### config.mk
export PLATFORM = sky130hd
export DESIGN_NAME = if_id_skid_stage_flat
export DESIGN_NICKNAME = d
export VERILOG_FILES = /design/src/rtl/pipeline_pkg.sv /design/src/rtl/if_id_skid_stage_if.sv /design/src/rtl/if_id_skid_stage.sv /design/src/flat_wrapper.sv
export SDC_FILE = /design/constraint.sdc
export NUM_CORES = 1
export LEC_CHECK = 0
export CAP_MARGIN = 20
export CORE_ASPECT_RATIO = 1.4
export CORE_MARGIN = 8
export CORE_UTILIZATION = 45
export CTS_BUF_LIST = sky130_fd_sc_hd__clkbuf_2 sky130_fd_sc_hd__clkbuf_4 sky130_fd_sc_hd__clkbuf_8
export CTS_CLUSTER_SIZE = 8
export DETAILED_ROUTE_END_ITERATION = 6
export GPL_TIMING_DRIVEN = 0
export HOLD_SLACK_MARGIN = 0.03
export PLACE_DENSITY_LB_ADDON = 0.2
export SETUP_SLACK_MARGIN = 0.5
export SYNTH_ARGS = -nofsm -noshare
export SYNTH_HDL_FRONTEND = slang
export SYNTH_SLANG_ARGS = --single-unit
### constraint.sdc
create_clock -name i_clk -period 2.8 [get_ports i_clk]
set_input_delay 0.56 -clock i_clk [delete_from_list [all_inputs] [get_ports i_clk]]
set_output_delay 0.56 -clock i_clk [all_outputs]
set_load 0.02 [all_outputs]
### src/rtl/pipeline_pkg.sv
// Shared pipeline definitions: stage FSM states, MIPS register-field positions
// and the default bubble instruction.
package pipeline_pkg;

  typedef enum logic [1:0] {
    ST_EMPTY = 2'd0,
    ST_FULL  = 2'd1,
    ST_SKID  = 2'd2
  } stage_state_e;

  localparam int REG_FIELD_W = 5;

  localparam int RS_MSB = 25;
  localparam int RS_LSB = 21;
  localparam int RT_MSB = 20;
  localparam int RT_LSB = 16;
  localparam int RD_MSB = 15;
  localparam int RD_LSB = 11;

  localparam logic [31:0] NOP_INSTR_DEFAULT = 32'h0000_0000;

endpackage

### src/rtl/if_id_skid_stage_if.sv
// Valid/ready stream carrying one fetched PC and instruction.
// The producer uses the master modport and the consumer uses the slave modport.
interface if_id_skid_stage_if #(
  parameter int NBITS   = 32,
  parameter int PC_BITS = 32
);
  logic               valid;
  logic               ready;
  logic [PC_BITS-1:0] pc;
  logic [NBITS-1:0]   instruction;

  modport master (
    output valid,
    output pc,
    output instruction,
    input  ready
  );

  modport slave (
    input  valid,
    input  pc,
    input  instruction,
    output ready
  );
endinterface

### src/rtl/if_id_skid_stage.sv
// IF/ID pipeline register with a one-entry skid buffer, branch flush, sticky halt
// and a global step enable. Register fields are sliced straight from the output register.
module if_id_skid_stage
  import pipeline_pkg::*;
#(
  parameter int               NBITS     = 32,
  parameter int               PC_BITS   = 32,
  parameter logic [NBITS-1:0] NOP_INSTR = NBITS'(NOP_INSTR_DEFAULT)
) (
  input  logic                   i_clk,
  input  logic                   i_reset,
  input  logic                   i_enable,
  input  logic                   i_flush,
  input  logic                   i_halt,
  if_id_skid_stage_if.slave      fetch,
  if_id_skid_stage_if.master     decode,
  output logic [REG_FIELD_W-1:0] o_rs,
  output logic [REG_FIELD_W-1:0] o_rt,
  output logic [REG_FIELD_W-1:0] o_rd,
  output logic                   o_halted
);

  stage_state_e       state_q, state_d;
  logic [PC_BITS-1:0] out_pc_q, skid_pc_q;
  logic [NBITS-1:0]   out_instr_q, skid_instr_q;
  logic               halted_q;

  logic ready_int, in_fire, out_fire;
  logic load_out, move_skid, clear_out, load_skid, clear_skid, set_halt;

  assign ready_int = i_enable & ~i_reset & ~halted_q & (state_q != ST_SKID);
  assign in_fire   = fetch.valid & ready_int;
  assign out_fire  = (state_q != ST_EMPTY) & decode.ready & i_enable;

  // Flush wins over every other event, including a same-cycle halt or input.
  always_comb begin
    state_d    = state_q;
    load_out   = 1'b0;
    move_skid  = 1'b0;
    clear_out  = 1'b0;
    load_skid  = 1'b0;
    clear_skid = 1'b0;
    set_halt   = 1'b0;
    if (i_enable) begin
      if (i_flush) begin
        state_d    = ST_EMPTY;
        clear_out  = 1'b1;
        clear_skid = 1'b1;
      end else begin
        set_halt = i_halt;
        unique case (state_q)
          ST_EMPTY: begin
            if (in_fire) begin
              state_d  = ST_FULL;
              load_out = 1'b1;
            end
          end
          ST_FULL: begin
            if (in_fire && out_fire) begin
              load_out = 1'b1;
            end else if (in_fire) begin
              state_d   = ST_SKID;
              load_skid = 1'b1;
            end else if (out_fire) begin
              state_d   = ST_EMPTY;
              clear_out = 1'b1;
            end
          end
          ST_SKID: begin
            if (out_fire) begin
              state_d    = ST_FULL;
              move_skid  = 1'b1;
              clear_skid = 1'b1;
            end
          end
          default: state_d = ST_EMPTY;
        endcase
      end
    end
  end

  // Clearing the output register on entry to EMPTY makes the bubble payload automatic.
  always_ff @(posedge i_clk) begin
    if (i_reset) begin
      state_q      <= ST_EMPTY;
      out_pc_q     <= '0;
      out_instr_q  <= NOP_INSTR;
      skid_pc_q    <= '0;
      skid_instr_q <= NOP_INSTR;
      halted_q     <= 1'b0;
    end else begin
      state_q <= state_d;
      if (clear_out) begin
        out_pc_q    <= '0;
        out_instr_q <= NOP_INSTR;
      end else if (load_out) begin
        out_pc_q    <= fetch.pc;
        out_instr_q <= fetch.instruction;
      end else if (move_skid) begin
        out_pc_q    <= skid_pc_q;
        out_instr_q <= skid_instr_q;
      end
      if (clear_skid) begin
        skid_pc_q    <= '0;
        skid_instr_q <= NOP_INSTR;
      end else if (load_skid) begin
        skid_pc_q    <= fetch.pc;
        skid_instr_q <= fetch.instruction;
      end
      if (set_halt) begin
        halted_q <= 1'b1;
      end
    end
  end

  assign fetch.ready        = ready_int;
  assign decode.valid       = (state_q != ST_EMPTY);
  assign decode.pc          = out_pc_q;
  assign decode.instruction = out_instr_q;
  assign o_rs               = out_instr_q[RS_MSB:RS_LSB];
  assign o_rt               = out_instr_q[RT_MSB:RT_LSB];
  assign o_rd               = out_instr_q[RD_MSB:RD_LSB];
  assign o_halted           = halted_q;

endmodule

### src/flat_wrapper.sv
// flat-port wrapper written by rule: the top's interface ports become plain ports
module if_id_skid_stage_flat import pipeline_pkg::*;
#(
  parameter int               NBITS     = 32,
  parameter int               PC_BITS   = 32,
  parameter logic [NBITS-1:0] NOP_INSTR = NBITS'(NOP_INSTR_DEFAULT)
)
  (i_clk, i_reset, i_enable, i_flush, i_halt, o_rs, o_rt, o_rd, o_halted, fetch_valid, fetch_pc, fetch_instruction, fetch_ready, decode_valid, decode_pc, decode_instruction, decode_ready);
  if_id_skid_stage_if #(.NBITS(NBITS), .PC_BITS(PC_BITS)) fetch_i ();
  if_id_skid_stage_if #(.NBITS(NBITS), .PC_BITS(PC_BITS)) decode_i ();
  input  logic i_clk;
  input  logic i_reset;
  input  logic i_enable;
  input  logic i_flush;
  input  logic i_halt;
  output logic [REG_FIELD_W-1:0] o_rs;
  output logic [REG_FIELD_W-1:0] o_rt;
  output logic [REG_FIELD_W-1:0] o_rd;
  output logic o_halted;
  input wire logic [$bits(fetch_i.valid)-1:0] fetch_valid;
  input wire logic [$bits(fetch_i.pc)-1:0] fetch_pc;
  input wire logic [$bits(fetch_i.instruction)-1:0] fetch_instruction;
  output wire logic [$bits(fetch_i.ready)-1:0] fetch_ready;
  output wire logic [$bits(decode_i.valid)-1:0] decode_valid;
  output wire logic [$bits(decode_i.pc)-1:0] decode_pc;
  output wire logic [$bits(decode_i.instruction)-1:0] decode_instruction;
  input wire logic [$bits(decode_i.ready)-1:0] decode_ready;
  assign fetch_i.valid = fetch_valid;
  assign fetch_i.pc = fetch_pc;
  assign fetch_i.instruction = fetch_instruction;
  assign fetch_ready = fetch_i.ready;
  assign decode_valid = decode_i.valid;
  assign decode_pc = decode_i.pc;
  assign decode_instruction = decode_i.instruction;
  assign decode_i.ready = decode_ready;
  if_id_skid_stage #(.NBITS(NBITS), .PC_BITS(PC_BITS), .NOP_INSTR(NOP_INSTR)) u_core (.i_clk(i_clk), .i_reset(i_reset), .i_enable(i_enable), .i_flush(i_flush), .i_halt(i_halt), .fetch(fetch_i), .decode(decode_i), .o_rs(o_rs), .o_rt(o_rt), .o_rd(o_rd), .o_halted(o_halted));
endmodule
==> results of run 1 <==
-- sequential cells by signal, indices dropped and copies added, names as in the netlist --
register                   cells
u_core.o_halted                1
u_core.skid_pc_q              32
u_core.skid_instr_q           32
u_core.decode.instruction     32
u_core.decode.pc              32
u_core.state_q                 2
-- cells in the mapped netlist, types with 2 or more instances --
| cell type | instances |
|---|---|
| o21ai_0 | 128 |
| nor2_1 | 4 |
| nor2b_1 | 4 |
| buf_6 | 9 |
| buf_4 | 15 |
| clkbuf_1 | 95 |
| nor4_1 | 64 |
| a21oi_1 | 2 |
| nand2b_1 | 2 |
| a211oi_1 | 64 |
| dfxtp_1 | 131 |
| a311oi_1 | 65 |
| nand3_1 | 128 |
| buf_1 | 4 |
-- stage by stage --
step                util [%]  area (µm²)  cells  TNS [ns]
floorplan                  -        6160    735         0
global placement        59.0        7890   1067    -12.96
detailed placement      59.0        7890   1067    -16.71
CTS                     62.8        8410   1100         0
global route            63.0        8430   1100         0
finish                  63.0        8430   1100         0
-- placed cells by master, fill, tap and decap left out, types with 19 or more instances in the layout --
master	instances
clkdlybuf4s50_1	147
clkbuf_8	19
nor4_1	61
dfxtp_1	131
nand3_1	128
a311oi_1	58
o21ai_0	128
a211oi_1	64
clkbuf_2	31
clkbuf_1	65
-- what timing repair did --
item,in CTS,in global routing
setup buffers,1,0
hold buffers,0,0
gates resized for setup,29,41
hold endpoints to repair,0,0
setup endpoints to repair,124,122
-- kinds of logic (layout without fill, tap and decap cells) --
kind of cell | count (synthesis) | count (layout)
AOI/OAI and AO/OA | 267 | 267
and+or+nand+nor | 212 | 212
DFF | 131 | 131
buffers and inverters | 124 | 307
muxes | 1 | 1
-- where the power goes --
part	switching [µW]	total, µW	internal [µW]	leakage [µW]
Sequential	15.0	1900	1880	0.00106
Clock	802	1740	937	0.000201
Combinational	298	503	205	0.00121
-- area by class of cell --
class,count,area [µm²]
buffer,123,631
clock buffer,20,269
clock inverter,12,155
fill,1208,4960
inverter,1,3.75
multi-input combinational,480,3020
sequential,131,2620
tap,182,228
timing repair buffer,151,1500
-- worst paths after layout --
path,end,start,cells after the start
setup / recovery,u_core.decode.instruction[19]$_SDFFE_PP0P_,i_enable,7
hold / removal,u_core.skid_pc_q[12]$_SDFFE_PP0P_,u_core.skid_pc_q[12]$_SDFFE_PP0P_,2
setup reg to reg,u_core.decode.pc[23]$_SDFFE_PP0P_,u_core.o_halted$_SDFFE_PP0P_,6
hold reg to reg,u_core.skid_pc_q[12]$_SDFFE_PP0P_,u_core.skid_pc_q[12]$_SDFFE_PP0P_,2
-- critical path, delay by kind of cell --
kind / cells / cell delay (ns)
buffers and inverters: 4 / 1.34
and+or+nand+nor: 2 / 0.35
AOI/OAI and AO/OA: 1 / 0.33
-- per-layer routing --
metal | global-route usage, % | routed length (µm)
met3 | 6.16 | 1670
met4 | 10.1 | 448
met2 | 43.7 | 11500
met5 | 0 | 0
met1 | 28.5 | 9190
==> key figures, run 1 <==
Power and ir drop
  • Lkg Pwr: 0.00247 µW
  • Pwr Total: 4140 µW
  • Pwr/cell area: 491 nW/µm²
  • Peak supply drop: 0.000317 V

Synth
  • Post-synthesis mux area share: 0.162%
  • Cells after synthesis: 735
  • Yosys cell types: 34
  • Asr flop ratio synth: 0%
  • Top cells by area, synth: dfxtp_1, nand3_1, o21ai_0, a311oi_1, a211oi_1
  • Yosys reg bits: 131
  • Post-Syn Area: 6160 µm²
  • Post-synthesis sequential area ratio: 42.5%
  • Prevailing post-synth register cell: dfxtp_1
  • Top-area cell type share of the netlist area: 42.5%
  • Synth Area in Simple Gates: 19.2%
  • Number of synthesized flops with an enable pin: 0
  • Post-synthesis xor/xnor area fraction: 0%
  • Cell taking the most area after synthesis: dfxtp_1
  • Compound-cell area share of the yosys netlist: 28.6%
  • Synth warn: 0
  • Syn avg cell area: 8.39 µm²
  • Largest family of logic cells by synthesized area: compound AO/OA/AOI/OAI gates
  • Fraction of the mapped netlist area in adder cells: 0%
  • Synthesized Nets: 806

Timing
  • RSZ-0062 raised after global routing: yes
  • Pins over their slew limit: 0
  • Max_slew headroom: 59.7%
  • Fin Hold WS: 0.495 ns
  • Worst Tran Pin Value: 0.604 ns
  • Final setup viols: 0
  • Crit path time final: 2.23 ns
  • Final cycle utilization of the critical path: 79.7%
  • Slack of the critical path: 0.568 ns
  • Fmax: 0.448 GHz
  • Clock Skew: 0.00604 ns
  • Fin. Hold Viols: 0

Global route
  • First-pass GRT wire length: 36200 µm
  • All-Layer GR Usage: 25.1%
  • Vias in the first global route: 7022
  • Global route total overflow: 0
  • Pin count of the biggest net entering global routing: 17
  • Initial antenna violation count: 0

Setup path
  • Startpoint types: input port
  • Worst setup EP type: flip-flop
  • Worst path arrival time: 2.59 ns
  • Slowest cell on crit path: clkdlybuf4s50_1
  • Crit Path Max Fanout: 10
  • Critical path, cell by cell: clkdlybuf4s50_1 -> buf_2 -> nor2b_1 -> buf_2 -> clkbuf_2 -> nand3_1 -> a311oi_2
  • Critical Path RT: 3.15 ns
  • Crit Path Class: in2reg
  • Most frequent CP cell: buf_2
  • R2R Setup Slk: 0.57 ns
  • Crit-path max cell delay: 0.55 ns

Clocking
  • H-tree levels: 4
  • CTS Buffer Depth: 2
  • Clock-pin slew on the worst setup and hold paths: 0.08 ns
  • Clock sink total: 131
  • Clock Tree Root: clkbuf_8
  • Num CTS Buffers: 17
  • CTS tree: built
  • Worst skew pair latency: 0.45 ns

Die
  • Cell row count: 50
  • Die height: 154 µm
  • I/O pin total: 153
  • Initial Util: 46.0%
  • Die width: 115 µm
  • Total die area: 17800 µm²
  • Core Area: 13400 µm²

Min path
  • HP Class: reg2reg

Flow run
  • Maxcap violations: 0

Detailed routing
  • Drt pass-1 iters: 6
  • Routed WL per cell: 20.7 µm
  • Via density: 6.33
  • # DRC: 0
  • Antenna viol nets, final: 0
  • Drt first-iter violations: 597
  • DRT Wirelength: 22800 µm
  • Vias: 6962

Placed design
  • Number of port buffers: 150
  • HPWL Detailed: 16000 µm
  • Pre-CTS setup slack: -0.330 ns
  • Final GP Congestion: 0.892

Outcome
  • Status: finished clean

Cells and area
  • Area growth syn-to-layout: 36.7%
  • Layout cell share with drive strength beyond 1: 11.5%
  • # diodes: 0
  • Nets: 976
(Power assumes the default switching activity.)
==> inputs of run 2 (changes only) <==
==> constraint.sdc (replaced) <==
create_clock -name i_clk -period 2.3 [get_ports i_clk]
set_input_delay 0.46 -clock i_clk [delete_from_list [all_inputs] [get_ports i_clk]]
set_output_delay 0.46 -clock i_clk [all_outputs]
set_load 0.02 [all_outputs]
==> key figures, run 2 (synthesized netlist as in run 1, its figures left out) <==
Global route
  • Initial antenna violation count: 0 (unchanged)
  • First-pass GRT wire length: 37900 µm (was 36200 µm)
  • Vias in the first global route: 7358 (was 7022)
  • Global route total overflow: 0 (unchanged)
  • All-Layer GR Usage: 26.2% (was 25.1%)
  • Pin count of the biggest net entering global routing: 17 (unchanged)

Die
  • I/O pin total: 153 (unchanged)
  • Die width: 115 µm (unchanged)
  • Total die area: 17800 µm² (unchanged)
  • Core Area: 13400 µm² (unchanged)
  • Cell row count: 50 (unchanged)
  • Die height: 154 µm (unchanged)
  • Initial Util: 46.0% (unchanged)

Clocking
  • Clock sink total: 131 (unchanged)
  • Worst skew pair latency: 0.44 ns (was 0.45 ns)
  • Hold-fix buffers, CTS: 0 (unchanged)
  • CTS tree: built (unchanged)
  • Clock Tree Root: clkbuf_8 (unchanged)
  • CTS Buffer Depth: 2 (unchanged)
  • Num CTS Buffers: 17 (unchanged)
  • Clock-pin slew on the worst setup and hold paths: 0.08 ns (about the same)
  • H-tree levels: 4 (unchanged)

Cells and area
  • Layout cell share with drive strength beyond 1: 29.3% (was 11.5%)
  • Commonest non-fill, non-tap cell in the layout: dfxtp_1 (was clkdlybuf4s50_1)
  • Area growth syn-to-layout: 49.8% (was 36.7%)
  • # diodes: 0 (unchanged)
  • Storage cell area: 2630 µm² (was 2620 µm²)
  • Filler cells: 1115 (was 1208)
  • Post-route design area: 9230 µm² (was 8430 µm²)
  • Area of the multi-input gates: 3720 µm² (was 3020 µm²)
  • Most frequent cells in the layout: dfxtp_1, nand3_1, o21ai_0, dlygate4sd2_1, clkdlybuf4s50_1 (was clkdlybuf4s50_1, dfxtp_1, nand3_1, o21ai_0, clkbuf_1)
  • Nets: 983 (was 976)

Timing
  • Fin. Hold Viols: 0 (unchanged)
  • Crit path time final: 2.07 ns
  • Max_slew headroom: 53.7% (was 59.7%)
  • Worst Tran Pin Value: 0.694 ns (was 0.604 ns)
  • Final setup TNS: 0 ns (unchanged)
  • Final setup viols: 0 (unchanged)
  • RSZ-0062 raised after global routing: yes (unchanged)
  • Clock Skew: 0.0124 ns (was 0.00604 ns)
  • Pins over their slew limit: 0 (unchanged)
  • Final cycle utilization of the critical path: 90.0%
  • Fmax: 0.483 GHz

Setup path
  • Worst path arrival time: 2.38 ns (was 2.59 ns)
  • Worst setup EP type: flip-flop (unchanged)
  • Crit Path Class: reg2reg (was in2reg)
  • Critical Path RT: 2.61 ns (was 3.15 ns)
  • Startpoint types: flip-flop (was input port)
  • Crit Path Max Fanout: 10 (unchanged)

Detailed routing
  • DRT Wirelength: 24300 µm (was 22800 µm)
  • # DRC: 0 (unchanged)
  • Drt pass-1 iters: 5 (was 6)
  • Antenna viol nets, final: 0 (unchanged)
  • Via density: 6.47 (was 6.33)
  • Routed WL per cell: 21.9 µm (was 20.7 µm)
  • Vias: 7157 (was 6962)
  • Drt first-iter violations: 492 (was 597)

Power and ir drop
  • Pwr/cell area: 538 nW/µm² (was 491 nW/µm²)
  • Lkg Pwr: 0.00312 µW (was 0.00247 µW)
  • Pwr Total: 4970 µW (was 4140 µW)
  • Peak supply drop: 0.000359 V (was 0.000317 V)

Min path
  • HP Class: reg2reg (unchanged)

Flow run
  • Maxcap violations: 0 (unchanged)

Placed design
  • Number of port buffers: 150 (unchanged)
  • Final GP Congestion: 0.917 (was 0.892)
  • HPWL Detailed: 16100 µm (was 16000 µm)
  • Area after DPL: 7920 µm² (was 7890 µm²)

Outcome
  • Status: finished clean (unchanged)
## run 2: cell types whose count changed in the layout (fill, tap and decap cells not counted), moves of 12 or more
cell / previous run / this run
clkdlybuf4s50_1: 147 / 65
dlygate4sd2_1: 2 / 82
a311oi_1: 58 / 3
a311oi_2: 7 / 62
nor4_1: 61 / 17
clkbuf_1: 65 / 22
nor4_2: 3 / 45
o21ai_0: 128 / 89
o21ai_1: 0 / 29
clkbuf_2: 31 / 49
buf_4: 16 / 28
## run 2: worst max-delay path, stage by stage, from the launching register on
cell	delay, ns
dfxtp_4	0.36
or4b_4	0.54
buf_8	0.14
clkbuf_4	0.20
clkbuf_4	0.24
nor4_1	0.38
a311oi_2	0.08
## run 2: power by group
part	internal [µW]	switching, µW	total, µW
registers	2290	16.8	2310
clock network	982	976	1960
logic	275	425	700
total	3550	1420	4970
## run 2: through the flow
| stage | hold WS [ns] | instances | utilization, % | setup WS [ns] |
|---|---|---|---|---|
| 2_1_floorplan | 0.463 | 735 | - | 0.205 |
| 3_3_place_gp | 0.471 | 1067 | 59.2 | -0.686 |
| 3_5_place_dp | 0.478 | 1067 | 59.2 | -0.730 |
| 4_1_cts | 0.486 | 1105 | 66.2 | 0.220 |
| 5_1_grt | 0.501 | 1106 | 69.0 | 0.199 |
| 6_report | 0.489 | 1106 | 69.0 | 0.230 |
## run 2: area by class of cell
class	count	share of cell area (%)
Buffer	123	8.46
Clock buffer	18	2.68
Tap cell	182	2.47
Multi-Input combinational cell	480	40.3
Timing Repair Buffer	158	16.1
Inverter	1	0.0407
Sequential cell	131	28.5
Clock inverter	13	1.49
## run 2: timing repair
action	in CTS	in global routing
endpoints found under the setup margin	212	130
buffers inserted	5	1
pin swaps	6	5
resized for setup	232	162
gates cloned	2	0
## run 2: worst paths after layout
check / startpoint / endpoint / slack, ns / depth (start not counted)
min: u_core.skid_instr_q[21]$_SDFFE_PP0P_ / u_core.skid_instr_q[21]$_SDFFE_PP0P_ / 0.49 / 2
max: u_core.o_halted$_SDFFE_PP0P_ / u_core.decode.pc[15]$_SDFFE_PP0P_ / 0.23 / 6
min reg2reg: u_core.skid_instr_q[21]$_SDFFE_PP0P_ / u_core.skid_instr_q[21]$_SDFFE_PP0P_ / 0.49 / 2
max reg2reg: u_core.o_halted$_SDFFE_PP0P_ / u_core.decode.pc[15]$_SDFFE_PP0P_ / 0.23 / 6
## run 2: layer usage
layer / track usage (%) / share of wire [%] / vias to the layer above
li1: - / - / 3210
met1: 28.9 / 38 / 3507
met2: 46.3 / 52 / 377
met3: 6.35 / 6.8 / 63
met4: 11.6 / 2.5 / 0
met5: 0 / 0 / -
